[config.mk]
export PLATFORM = sky130hd
export DESIGN_NAME = alu_seq_flat
export DESIGN_NICKNAME = d
export VERILOG_FILES = /design/src/rtl/alu_seq_pkg.sv /design/src/rtl/alu_seq_if.sv /design/src/rtl/alu_seq_decode.sv /design/src/rtl/alu_seq.sv /design/src/flat_wrapper.sv
export SDC_FILE = /design/constraint.sdc
export NUM_CORES = 1
export LEC_CHECK = 0
export BUFFER_PORTS_ARGS = -buffer_cell sky130_fd_sc_hd__buf_4
export CAP_MARGIN = 20
export CORE_MARGIN = 8
export CORE_UTILIZATION = 48
export CTS_BUF_LIST = sky130_fd_sc_hd__clkbuf_8
export DETAILED_ROUTE_END_ITERATION = 7
export PLACE_DENSITY = 0.78
export SETUP_SLACK_MARGIN = 0.15
export SLEW_MARGIN = 20
export SYNTH_ARGS = -nofsm -noshare
export SYNTH_HDL_FRONTEND = slang
export SYNTH_SLANG_ARGS = --single-unit
[constraint.sdc]
create_clock -name clk -period 2 [get_ports clk]
set_input_delay 0.4 -clock clk [delete_from_list [all_inputs] [get_ports clk]]
set_output_delay 0.4 -clock clk [all_outputs]
set_load 0.02 [all_outputs]
[src/rtl/alu_seq_pkg.sv]
// alu_seq_pkg: shared types and constants for the ALU issue sequencer.
package alu_seq_pkg;
    localparam int SEQ_BUS_W = 8;
    localparam int SEQ_ADDR_W = 3;
    typedef enum logic [2:0] {S_IDLE, S_LD1, S_LD2, S_EXEC, S_WB} seq_state_t;
    localparam logic [2:0] OP_NOP = 3'd0;
    localparam logic [4:0] REN_PHASE1 = 5'b00011;
    localparam logic [4:0] REN_PHASE2 = 5'b11100;
    typedef struct packed {
        logic f_add;
        logic f_load;
        logic keep;
        logic [SEQ_ADDR_W-1:0] ra;
        logic [SEQ_ADDR_W-1:0] rb;
        logic [SEQ_ADDR_W-1:0] rd;
        logic [SEQ_BUS_W-1:0] imm;
    } dec_instr_t;
endpackage

[src/rtl/alu_seq_if.sv]
// alu_seq_if: instruction handshake plus ALU/register-file control bundle.
interface alu_seq_if #(parameter int BUS_WIDTH = 8, parameter int REG_ADDR_W = 3);
    logic                  instr_valid;
    logic                  instr_ready;
    logic [2:0]            instr_op;
    logic [REG_ADDR_W-1:0] instr_ra;
    logic [REG_ADDR_W-1:0] instr_rb;
    logic [REG_ADDR_W-1:0] instr_rd;
    logic [BUS_WIDTH-1:0]  instr_imm;
    logic [REG_ADDR_W-1:0] rd_addr_a;
    logic [REG_ADDR_W-1:0] rd_addr_b;
    logic [4:0]            reg_en;
    logic                  f_add;
    logic                  f_load;
    logic [BUS_WIDTH-1:0]  imm;
    logic [BUS_WIDTH-1:0]  result;
    logic                  wb_en;
    logic [REG_ADDR_W-1:0] wb_addr;
    logic [BUS_WIDTH-1:0]  wb_data;
    logic                  busy;
    modport master (
        output instr_valid, instr_op, instr_ra, instr_rb, instr_rd, instr_imm, result,
        input  instr_ready, rd_addr_a, rd_addr_b, reg_en, f_add, f_load, imm,
               wb_en, wb_addr, wb_data, busy
    );
    modport slave (
        input  instr_valid, instr_op, instr_ra, instr_rb, instr_rd, instr_imm, result,
        output instr_ready, rd_addr_a, rd_addr_b, reg_en, f_add, f_load, imm,
               wb_en, wb_addr, wb_data, busy
    );
endinterface

[src/rtl/alu_seq_decode.sv]
// alu_seq_decode: combinational opcode decode into the latched instruction struct.
module alu_seq_decode
    import alu_seq_pkg::*;
#(
    parameter int BUS_WIDTH  = SEQ_BUS_W,
    parameter int REG_ADDR_W = SEQ_ADDR_W
) (
    input  logic [2:0]            op,
    input  logic [REG_ADDR_W-1:0] ra,
    input  logic [REG_ADDR_W-1:0] rb,
    input  logic [REG_ADDR_W-1:0] rd,
    input  logic [BUS_WIDTH-1:0]  imm,
    output dec_instr_t            dec,
    output logic                  nop
);
    assign nop = op == OP_NOP;
    assign dec = '{f_add: op[0], f_load: op[1], keep: op[2], ra: ra, rb: rb, rd: rd, imm: imm};
endmodule

[src/rtl/alu_seq.sv]
// alu_seq: issue-side sequencer driving ALU load strobes, mux selects and writeback.
// Optional ALU_SEQ_OVERLAP_EN lets a new instruction be accepted during WB.
module alu_seq
    import alu_seq_pkg::*;
#(
    parameter int BUS_WIDTH  = SEQ_BUS_W,
    parameter int REG_ADDR_W = SEQ_ADDR_W
) (
    input logic    clk,
    input logic    rst,
    alu_seq_if.slave bus
);
    seq_state_t state, nxt, s;
    dec_instr_t dec, ins;
    logic nop, take, ld, ready_st;
    logic [BUS_WIDTH-1:0] wb_data_q;

    alu_seq_decode #(.BUS_WIDTH(BUS_WIDTH), .REG_ADDR_W(REG_ADDR_W)) u_dec (
        .op(bus.instr_op), .ra(bus.instr_ra), .rb(bus.instr_rb), .rd(bus.instr_rd),
        .imm(bus.instr_imm), .dec(dec), .nop(nop)
    );

    always_ff @(posedge clk) begin
        if (rst) state <= S_IDLE;
        else state <= nxt;
    end

    always_ff @(posedge clk) begin
        if (rst) begin
            ins <= '0;
            wb_data_q <= '0;
        end else begin
            if (take) ins <= dec;
            if (state == S_EXEC) wb_data_q <= bus.result;
        end
    end

`ifdef ALU_SEQ_OVERLAP_EN
    assign ready_st = state == S_IDLE || state == S_WB;
`else
    assign ready_st = state == S_IDLE;
`endif
    assign take = bus.instr_valid && bus.instr_ready;

    always_comb begin
        nxt = state == S_LD1  ? S_LD2  :
              state == S_LD2  ? S_EXEC :
              state == S_EXEC ? S_WB   :
              (!take || nop)  ? S_IDLE :
              dec.keep        ? S_LD2  : S_LD1;
    end

    // While reset is held the outputs already look like IDLE, so an interrupted
    // instruction emits no further strobes.
    always_comb begin
        s = rst ? S_IDLE : state;
        ld = s == S_LD1 || s == S_LD2 || s == S_EXEC;
        bus.instr_ready = !rst && ready_st;
        bus.rd_addr_a = (s == S_LD1 || s == S_LD2) ? ins.ra : '0;
        bus.rd_addr_b = s == S_LD2 ? ins.rb : '0;
        bus.reg_en = (s == S_LD1 && !ins.keep) ? REN_PHASE1 : s == S_LD2 ? REN_PHASE2 : '0;
        bus.f_add = ld && ins.f_add;
        bus.f_load = ld && ins.f_load;
        bus.imm = ld ? ins.imm : '0;
        bus.wb_en = s == S_WB;
        bus.wb_addr = s == S_WB ? ins.rd : '0;
        bus.wb_data = wb_data_q;
        bus.busy = s != S_IDLE;
    end
endmodule

[src/flat_wrapper.sv]
// flat-port wrapper written by rule: the top's interface ports become plain ports
module alu_seq_flat import alu_seq_pkg::*;
#(
    parameter int BUS_WIDTH  = SEQ_BUS_W,
    parameter int REG_ADDR_W = SEQ_ADDR_W
)
  (clk, rst, bus_instr_valid, bus_instr_op, bus_instr_ra, bus_instr_rb, bus_instr_rd, bus_instr_imm, bus_result, bus_instr_ready, bus_rd_addr_a, bus_rd_addr_b, bus_reg_en, bus_f_add, bus_f_load, bus_imm, bus_wb_en, bus_wb_addr, bus_wb_data, bus_busy);
  alu_seq_if #(.BUS_WIDTH(BUS_WIDTH), .REG_ADDR_W(REG_ADDR_W)) bus_i ();
  input logic clk;
  input logic rst;
  input wire logic [$bits(bus_i.instr_valid)-1:0] bus_instr_valid;
  input wire logic [$bits(bus_i.instr_op)-1:0] bus_instr_op;
  input wire logic [$bits(bus_i.instr_ra)-1:0] bus_instr_ra;
  input wire logic [$bits(bus_i.instr_rb)-1:0] bus_instr_rb;
  input wire logic [$bits(bus_i.instr_rd)-1:0] bus_instr_rd;
  input wire logic [$bits(bus_i.instr_imm)-1:0] bus_instr_imm;
  input wire logic [$bits(bus_i.result)-1:0] bus_result;
  output wire logic [$bits(bus_i.instr_ready)-1:0] bus_instr_ready;
  output wire logic [$bits(bus_i.rd_addr_a)-1:0] bus_rd_addr_a;
  output wire logic [$bits(bus_i.rd_addr_b)-1:0] bus_rd_addr_b;
  output wire logic [$bits(bus_i.reg_en)-1:0] bus_reg_en;
  output wire logic [$bits(bus_i.f_add)-1:0] bus_f_add;
  output wire logic [$bits(bus_i.f_load)-1:0] bus_f_load;
  output wire logic [$bits(bus_i.imm)-1:0] bus_imm;
  output wire logic [$bits(bus_i.wb_en)-1:0] bus_wb_en;
  output wire logic [$bits(bus_i.wb_addr)-1:0] bus_wb_addr;
  output wire logic [$bits(bus_i.wb_data)-1:0] bus_wb_data;
  output wire logic [$bits(bus_i.busy)-1:0] bus_busy;
  assign bus_i.instr_valid = bus_instr_valid;
  assign bus_i.instr_op = bus_instr_op;
  assign bus_i.instr_ra = bus_instr_ra;
  assign bus_i.instr_rb = bus_instr_rb;
  assign bus_i.instr_rd = bus_instr_rd;
  assign bus_i.instr_imm = bus_instr_imm;
  assign bus_i.result = bus_result;
  assign bus_instr_ready = bus_i.instr_ready;
  assign bus_rd_addr_a = bus_i.rd_addr_a;
  assign bus_rd_addr_b = bus_i.rd_addr_b;
  assign bus_reg_en = bus_i.reg_en;
  assign bus_f_add = bus_i.f_add;
  assign bus_f_load = bus_i.f_load;
  assign bus_imm = bus_i.imm;
  assign bus_wb_en = bus_i.wb_en;
  assign bus_wb_addr = bus_i.wb_addr;
  assign bus_wb_data = bus_i.wb_data;
  assign bus_busy = bus_i.busy;
  alu_seq #(.BUS_WIDTH(BUS_WIDTH), .REG_ADDR_W(REG_ADDR_W)) u_core (.clk(clk), .rst(rst), .bus(bus_i));
endmodule
# Word level (Yosys, flattened, before mapping)

Index checks and enable logic that the tools add are counted.

Word-level logic and storage cells: 46
Input bits: 31
Output and inout bits: 35
Register bits: 31

Multiplexer cells: 12
Equal/unequal tests: 7
Reductions and logical operators: 16

Operators with widths:

| kind                                                                   | count |
|---|---|
| 3-bit 2-to-1 mux                                                       | 6 |
| 3-bit by 2-bit equality test with 1-bit output (second input constant) | 4 |
| 5-bit 2-to-1 mux                                                       | 2 |
| 8-bit 2-to-1 mux                                                       | 1 |
| 3-bit by 1-bit equality test with 1-bit output (second input constant) | 2 |
| 3-bit logical NOT                                                      | 2 |
| 2-bit 2-to-1 mux                                                       | 3 |
| 1-bit logical AND                                                      | 5 |
| 3-bit equality test (second input constant)                            | 1 |
| 1-bit logical NOT                                                      | 3 |
| 1-bit logical OR                                                       | 3 |
| 3-bit nonzero test                                                     | 1 |
| 3-bit OR reduction                                                     | 1 |
| 2-bit OR reduction                                                     | 1 |

# Depth between registers and ports, before layout

Gate-level depths: netlist of the first run.

Depth in word-level cells: 9
Gate-level depth with buffers: 5
Mapped depth without buffers: 3

# Hierarchy

A second synthesis of the first run with hierarchy kept.

Cell total of the unflattened synthesis: 183
Area total of the unflattened synthesis: 1,650.3 µm²

Modules (own cells, without submodules):

| module         | area each (µm²) | times used | seq. area each (µm²) | cells an instance |
|---|---|---|---|---|
| alu_seq        | 1,490.2         | 1          | 620.6                | 162 |
| alu_seq_decode | 160.2           | 1          | 0.0                  | 21 |

# Worst setup path before layout of the first run

Ideal clock, no wire load.

Kind: in2out
Start: in rst
End: out bus_rd_addr_b[0]
Path slack: -0.428 ns
Cell stages on the path: 3
Data arrival time: 2.028 ns
Path buffers: 1
Data required time: 1.600 ns
Cell sequence: buf_2 > nor4b_1 > and2_1

Word-level cells in the longest chain between the ends: 3

Ends and longest elaborated chain:

| item                                           | line               | text |
|---|---|---|
| start: declaration                             | flat_wrapper.sv:10 | `input logic rst;` |
| 3-bit 2-to-1 mux                               | alu_seq.sv:56      | `s = rst ? S_IDLE : state;` |
| 3-bit by 2-bit equality test with 1-bit output | alu_seq.sv:60      | `bus.rd_addr_b = s == S_LD2 ? ins.rb : '0;` |
| 3-bit 2-to-1 mux                               | alu_seq.sv:60      |  |
| end: declaration                               | flat_wrapper.sv:20 | `output wire logic [$bits(bus_i.rd_addr_b)-1:0] bus_rd_addr_b;` |

Every way passes these cells.

# Worst setup path in the final report of the first run

Start: reg u_core.state[2]
End: out bus_wb_addr[1]

Word-level cells in the longest chain between the ends: 3

Ends and longest elaborated chain:

| item                     | line               | text |
|---|---|---|
| start: declaration       | alu_seq.sv:13      | `seq_state_t state, nxt, s;` |
| start signal: assignment | alu_seq.sv:25      | `else state <= nxt;` |
| 3-bit 2-to-1 mux         | alu_seq.sv:56      |  |
| 3-bit equality test      | alu_seq.sv:66      | `bus.wb_addr = s == S_WB ? ins.rd : '0;` |
| 3-bit 2-to-1 mux         | alu_seq.sv:66      |  |
| end: declaration         | flat_wrapper.sv:26 | `output wire logic [$bits(bus_i.wb_addr)-1:0] bus_wb_addr;` |

Every way passes these cells.

==> results of run 1 <==
[worst min path at each step]
stage | depth (start not counted) | to | start | slack [ns]
3_3_place_gp | 2 | u_core.bus.wb_data[6] | u_core.bus.wb_data[6] | 0.48
6_report | 2 | u_core.ins[0] | bus_instr_imm[0] | 0.34
2_1_floorplan | 3 | u_core.ins[17] | u_core.ins[17] | 0.53
3_5_place_dp | 2 | u_core.bus.wb_data[4] | u_core.bus.wb_data[4] | 0.49
5_1_grt | 2 | u_core.ins[11] | bus_instr_rb[0] | 0.34
4_1_cts | 2 | u_core.ins[1] | bus_instr_imm[1] | 0.33
[flip-flops by register name (all words and copies together) (netlist names)]
register	flops
u_core.bus.wb_data	8
u_core.state	3
u_core.ins	20
[cell usage in the layout, fill, tap and decap left out]
master     n
nor4_1     1
a21oi_1   19
dfxtp_1   28
and2_1    19
nor3_1     1
clkbuf_8   5
nor4_4     2
nor2_1    11
nor4bb_1   1
nand2_1    1
a211o_1    1
a31o_1    19
dfxtp_2    1
clkinv_2   1
dfxtp_4    2
a31o_2     1
nor4b_4    2
nand2b_1  21
xnor2_1    1
nand3b_1   1
mux2i_1    8
nor3_2     2
inv_1      3
buf_4     75
nand3_1    1
[kinds of logic after synthesis]
group,Yosys count
and+or+nand+nor,63
AOI/OAI and AO/OA,40
DFF,31
buffers and inverters,21
muxes,8
xor gates and xnor gates,1
[layout make-up]
class	instances	area, um^2
inverters	1	3.75
clock buffers	5	68.8
fillers	251	877
flip-flops and latches	31	629
well taps	33	41.3
clock inverters	3	12.5
repair buffers	75	563
multi-input cells	112	807
[power groups by stage]
stage	sequential, mW	clock (mW)	combinational (mW)
after global placement	0.791	0	0.554
after detailed placement	0.802	0	0.567
after floorplan	0.754	0	0.428
after CTS	0.796	0.459	0.589
final	0.791	0.441	0.607
after global routing	0.801	0.481	0.664
[metal layers]
metal	up-vias	wire [um]	part of all wire, %	track usage [%]
met1	647	1580	40	16.8
met3	2	383	9.7	7.25
met2	52	1990	50	26.1
li1	684	-	-	-
met5	-	0	0	0
met4	0	15	0.38	4.76
[critical path: cells and delay by family, from the launching register on]
kind | cells | cell delay [ns]
and+or+nand+nor | 2 | 0.50
buffers and inverters | 1 | 0.14
DFF | 1 | 0.47
[stage by stage]
step	utilization [%]	area, um^2
3_3_place_gp	66.4	1990
4_1_cts	70.2	2110
5_1_grt	70.8	2130
2_1_floorplan	-	1530
6_report	70.8	2130
3_5_place_dp	66.4	1990
[timing repair]
item,4_1_cts,5_1_grt
hold buffers,0,0
gates resized for setup,6,2
endpoints found under the setup margin,26,13
cloned,0,0
setup buffers,2,1
==> flow_summary.json, run 1 <==
{
  "port_buffers": 65,
  "start_util_pct": 49.8,
  "timing.critical_path.cells": "nor4b_4 > and2_1 > buf_4",
  "slowest_stage": "dfxtp_2",
  "clk_path_buf_depth": 2,
  "synth.distinct_cells": 23,
  "nets": 257,
  "cts.htree.levels": 2,
  "rr_endpoint": "u_core.ins[5]",
  "fin_cells": 260,
  "yosys-mux-area-fraction_pct": 5.36,
  "synthTopCellsByArea": "dfxtp_1 42%, a31o_1 11%, nand2b_1 8.8%",
  "netlist.top_cell.by_area": "dfxtp_1",
  "endpoint_kind": "output pin",
  "yosysMostFrequentCell": "dfxtp_1",
  "powerDensity_nw_per_um2": 865,
  "die_y_um": 71.8,
  "dpl.hpwl_mm": 2.93,
  "synthFlopType": "dfxtp_1",
  "antennaDiodeCount": 0,
  "vias": 1385,
  "netlist_area_um2": 1490,
  "synth_xor_area_share_pct": 0.586,
  "tritoncts": "done",
  "swShare_pct": 32.3,
  "hp-class": "in -> reg",
  "dp_cells": 249,
  "internal_power_mw": 1.24,
  "switching_power_mw": 0.594,
  "fin_crit_ns": 1.78,
  "crit_end": "bus_wb_addr[1]",
  "avgSynthCellArea_um2": 9.11,
  "ys.warnings.count": 0,
  "die_w_um": 71.8,
  "io_pins": 66,
  "synth_edf_count": 0,
  "worstSkewPairLatency_ns": 0.27,
  "drt_first_iter_violations": 52,
  "synth_adder_area_share_pct": 0,
  "hold_ws_ns": 0.344,
  "total_power_mw": 1.84,
  "reg2reg_slack_ns": 0.50,
  "worst_pin_slew_ns": 0.511,
  "report.final.slew_viol_count": 0,
  "status": "complete, no violations",
  "numCtsBuffers": 5,
  "ant_nets": 0,
  "comb_power_share_pct": 33.0,
  "startpoint": "u_core.state[2]",
  "preCtsSetupSlack_ns": 0.218,
  "synth-compound-area-share_pct": 18.7,
  "syn_inst": 164,
  "avgRoutedWirePerCell_um": 15.2,
  "antenna_found_initial": 0,
  "clockRootBuffer": "clkbuf_8",
  "synth_top_area_share_pct": 41.5,
  "core_um2": 3000,
  "fin_ws_ns": 0.216,
  "critPathKind": "reg -> out",
  "finClkSkew_ns": 0.00438,
  "required_ns": 1.60,
  "rsz0062_at_grt": "true",
  "synth-simple-area-share_pct": 25.7,
  "synth_top_family_by_area": "simple AND/OR/NAND/NOR gates",
  "worstSetupStartpointType": "flip-flop",
  "clk_pin_slew_ns": 0.06,
  "grt_pass1_wl_mm": 6.48,
  "cp_max_fo": 9,
  "fmax_mhz": 561,
  "worstPathArrival_ns": 1.38,
  "grt_pass1_vias": 1449,
  "reg2regPathDepth": 4,
  "maxSlewHeadroom_pct": 65.8,
  "synth_common_cells": "31 x dfxtp_1, 21 x nand2b_1, 19 x a21oi_1, 19 x a31o_1, 19 x and2_1",
  "grt_overflow": 0,
  "leakage_nw": 1.01,
  "async_reset_ff_share_pct": 0,
  "drc": 0,
  "drt_pass1_iterations": 5,
  "grt_start_max_net_pins": 42,
  "ys_seq_area_share_pct": 41.5,
  "period_share_pct": 89.2,
  "syn-num-nets": 195,
  "setup_viol": 0,
  "wl_mm": 3.96,
  "area_growth_pct": 42.3,
  "drive_gt1_share_pct": 40.1,
  "ir_worst_vdd_v": 0.000474,
  "ys_seq_elements": 31,
  "via_per_inst": 5.33,
  "clkPwrFrac_pct": 24.0,
  "gp_congestion": 0.758,
  "seqPwrFrac_pct": 43.0,
  "clkSinkCount": 31,
  "rows": 20,
  "finalSetupTns_ns": 0,
  "grt_usage_pct": 15.5,
  "die-area_um2": 5150,
  "cp_slowest_stage_delay_ns": 0.47,
  "r2r_start": "u_core.state[0]",
  "hold_viol": 0,
  "maxCapViolCount": 0
}
Note: power is estimated with default switching activity, not from simulation.
==> inputs of run 2 (changes only) <==
--- a/config.mk
+++ b/config.mk
@@ -8,12 +8,14 @@
 export BUFFER_PORTS_ARGS = -buffer_cell sky130_fd_sc_hd__buf_4
 export CAP_MARGIN = 20
 export CORE_MARGIN = 8
-export CORE_UTILIZATION = 48
+export CORE_UTILIZATION = 50
 export CTS_BUF_LIST = sky130_fd_sc_hd__clkbuf_8
 export DETAILED_ROUTE_END_ITERATION = 7
-export PLACE_DENSITY = 0.78
+export PLACE_DENSITY = 0.79
+export REMOVE_ABC_BUFFERS = 1
 export SETUP_SLACK_MARGIN = 0.15
 export SLEW_MARGIN = 20
 export SYNTH_ARGS = -nofsm -noshare
 export SYNTH_HDL_FRONTEND = slang
+export SYNTH_HIERARCHICAL = 1
 export SYNTH_SLANG_ARGS = --single-unit
==> flow_summary.json, run 2 <==
{
  "status": "complete, no violations",
  "ys.warnings.count": 6,
  "synth_common_cells": "31 x dfxtp_1, 25 x buf_4, 21 x a21oi_1, 20 x and2_1, 20 x nand2b_1",
  "clk_pin_slew_ns": 0.06,
  "fin_crit_ns": 1.77,
  "hold_path_depth": 2,
  "cts.htree.levels": 2,
  "gp_congestion": 0.728,
  "ir_worst_vdd_v": 0.000554,
  "hold_start": "bus_instr_rd[0]",
  "grt_start_max_net_pins": 43,
  "clkSinkCount": 31,
  "core_um2": 3260,
  "wl_mm": 3.71,
  "synth_edf_count": 0,
  "maxCapViolCount": 0,
  "grt_pass1_vias": 1316,
  "slowest_stage": "dfxtp_4",
  "final_cell_mix": "71 x buf_4, 28 x dfxtp_1, 21 x a21oi_1, 20 x and2_1, 20 x nand2b_1",
  "dp_cells": 261,
  "worstSkewPairLatency_ns": 0.28,
  "reg2regPathDepth": 4,
  "rows": 21,
  "ys_seq_area_share_pct": 37.6,
  "worstPathArrival_ns": 1.37,
  "rsz0062_at_grt": "false",
  "path_buf_inv": 2,
  "preCtsSetupSlack_ns": 0.257,
  "finClkSkew_ns": 0.00469,
  "vias": 1344,
  "drc": 0,
  "io_pins": 66,
  "synth_top_area_share_pct": 37.6,
  "avgRoutedWirePerCell_um": 13.9,
  "report.final.slew_viol_count": 0,
  "worst_pin_slew_ns": 0.526,
  "critPathKind": "reg -> out",
  "port_buffers": 65,
  "yosysMostFrequentCell": "dfxtp_1",
  "r2r_start": "u_core/state[1]",
  "registers.top_by_ff_count": "u_core/ins",
  "die_w_um": 73.5,
  "period_share_pct": 88.6,
  "fmax_mhz": 564,
  "endpoint_kind": "output pin",
  "num-fill-cells": 321,
  "netlist.top_cell.by_area": "dfxtp_1",
  "drive_gt1_share_pct": 40.5,
  "nets": 254,
  "cp_slowest_stage_delay_ns": 0.38,
  "leakage_nw": 0.988,
  "grt_overflow": 0,
  "final_common_cell": "buf_4",
  "drt_first_iter_violations": 102,
  "syn_inst": 183,
  "min_to": "u_core/ins[8]",
  "fin_ws_ns": 0.228,
  "setup_viol": 0,
  "start_util_pct": 50.7,
  "drt_pass1_iterations": 4,
  "numCtsBuffers": 5,
  "critPathTopFamily": "flip-flops",
  "die-area_um2": 5390,
  "ys_seq_elements": 31,
  "powerDensity_nw_per_um2": 751,
  "clockRootBuffer": "clkbuf_8",
  "hp-class": "in -> reg",
  "via_per_inst": 5.01,
  "synth.distinct_cells": 22,
  "antennaDiodeCount": 0,
  "hold_viol": 0,
  "netlist_area_um2": 1650,
  "timing.critical_path.cells": "nor4_4 > buf_12 > buf_4",
  "async_reset_ff_share_pct": 0,
  "cts_hold_buf": 0,
  "maxSlewHeadroom_pct": 64.9,
  "worstSetupStartpointType": "flip-flop",
  "cp_max_fo": 24,
  "die_y_um": 73.5,
  "ant_nets": 0,
  "grt_pass1_wl_mm": 5.95,
  "grt_usage_pct": 13.9,
  "tritoncts": "done",
  "rr_endpoint": "u_core/ins[1]",
  "clk_path_buf_depth": 2,
  "required_ns": 1.60,
  "fin_cells": 268,
  "largest_register_ffs": 20,
  "reg2reg_slack_ns": 0.56,
  "synthTopCellsByArea": "dfxtp_1 38%, buf_4 11%, a31o_1 9.0%",
  "finalSetupTns_ns": 0,
  "avgSynthCellArea_um2": 9.02,
  "area_growth_pct": 26.9,
  "synthFlopType": "dfxtp_1",
  "antenna_found_initial": 0
}
run 2: routing by layer:
| metal | part of all wire [%] | global-route usage [%] | vias to the layer above |
|---|---|---|---|
| met3 | 10 | 6.68 | 6 |
| met4 | 1.5 | 5.99 | 0 |
| met1 | 42 | 14.9 | 607 |
| li1 | - | - | 681 |
| met2 | 46 | 22.6 | 50 |
| met5 | 0 | 0 | - |
run 2: area by class of cell:
cell class	count	area, um^2	area share, %
clock inverter	1	3.75	0.179
clock buffer	5	68.8	3.29
inverter	1	3.75	0.179
timing repair buffer	72	553	26.4
multi-input combinational	112	776	37.0
sequential	31	632	30.2
tap	46	57.6	2.75
run 2: worst reg2reg max path, delay by kind of cell, from the launching register on:
kind / cells / cell delay, ns
flip-flops: 1 / 0.38
AND/OR/NAND/NOR: 1 / 0.35
AO/OA/AOI/OAI: 2 / 0.32
buffers and inverters: 1 / 0.29
run 2: power breakdown:
group | leakage (nW) | total (mW) | internal, mW | switching (mW)
Sequential | 0.256 | 0.733 | 0.685 | 0.0482
Clock | 0.0413 | 0.434 | 0.226 | 0.208
Combinational | 0.690 | 0.405 | 0.203 | 0.202
run 2: how the worst max path moves through the flow:
stage / from / to / slack [ns] / depth (start not counted)
5_1_grt: u_core/state[2] / bus_rd_addr_b[0] / 0.17 / 4
3_5_place_dp: rst / bus_rd_addr_b[0] / 0.26 / 5
4_1_cts: u_core/state[2] / bus_wb_addr[0] / 0.18 / 5
6_report: u_core/state[1] / bus_instr_ready / 0.23 / 3
3_3_place_gp: rst / bus_rd_addr_a[0] / 0.27 / 4
2_1_floorplan: u_core/state[1] / bus_rd_addr_b[0] / -0.44 / 2
run 2: cells by family (layout without fill, tap and decap cells):
logic type / Yosys count / after routing / share of synthesized area, %
muxes: 8 / 8 / 4.85
buffers and inverters: 40 / 79 / 16.1
AOI/OAI and AO/OA: 44 / 44 / 18.7
DFF: 31 / 31 / 37.6
xor gates and xnor gates: 1 / 1 / 0.531
and+or+nand+nor: 59 / 59 / 22.3
run 2: what timing repair did:
| item | 4_1_cts | 5_1_grt |
|---|---|---|
| buffers inserted | 0 | 1 |
| setup endpoints to repair | 20 | 16 |
| resized for setup | 5 | 4 |
run 2: per-stage QoR:
step	hold WS [ns]	power [mW]	utilization, %	instance area [um^2]
global placement	0.475	1.14	61.1	1990
CTS	0.331	1.58	63.7	2080
finish	0.334	1.57	64.3	2090
global route	0.333	1.66	64.3	2090
detailed placement	0.496	1.15	61.1	1990
floorplan	0.472	0.947	-	1390
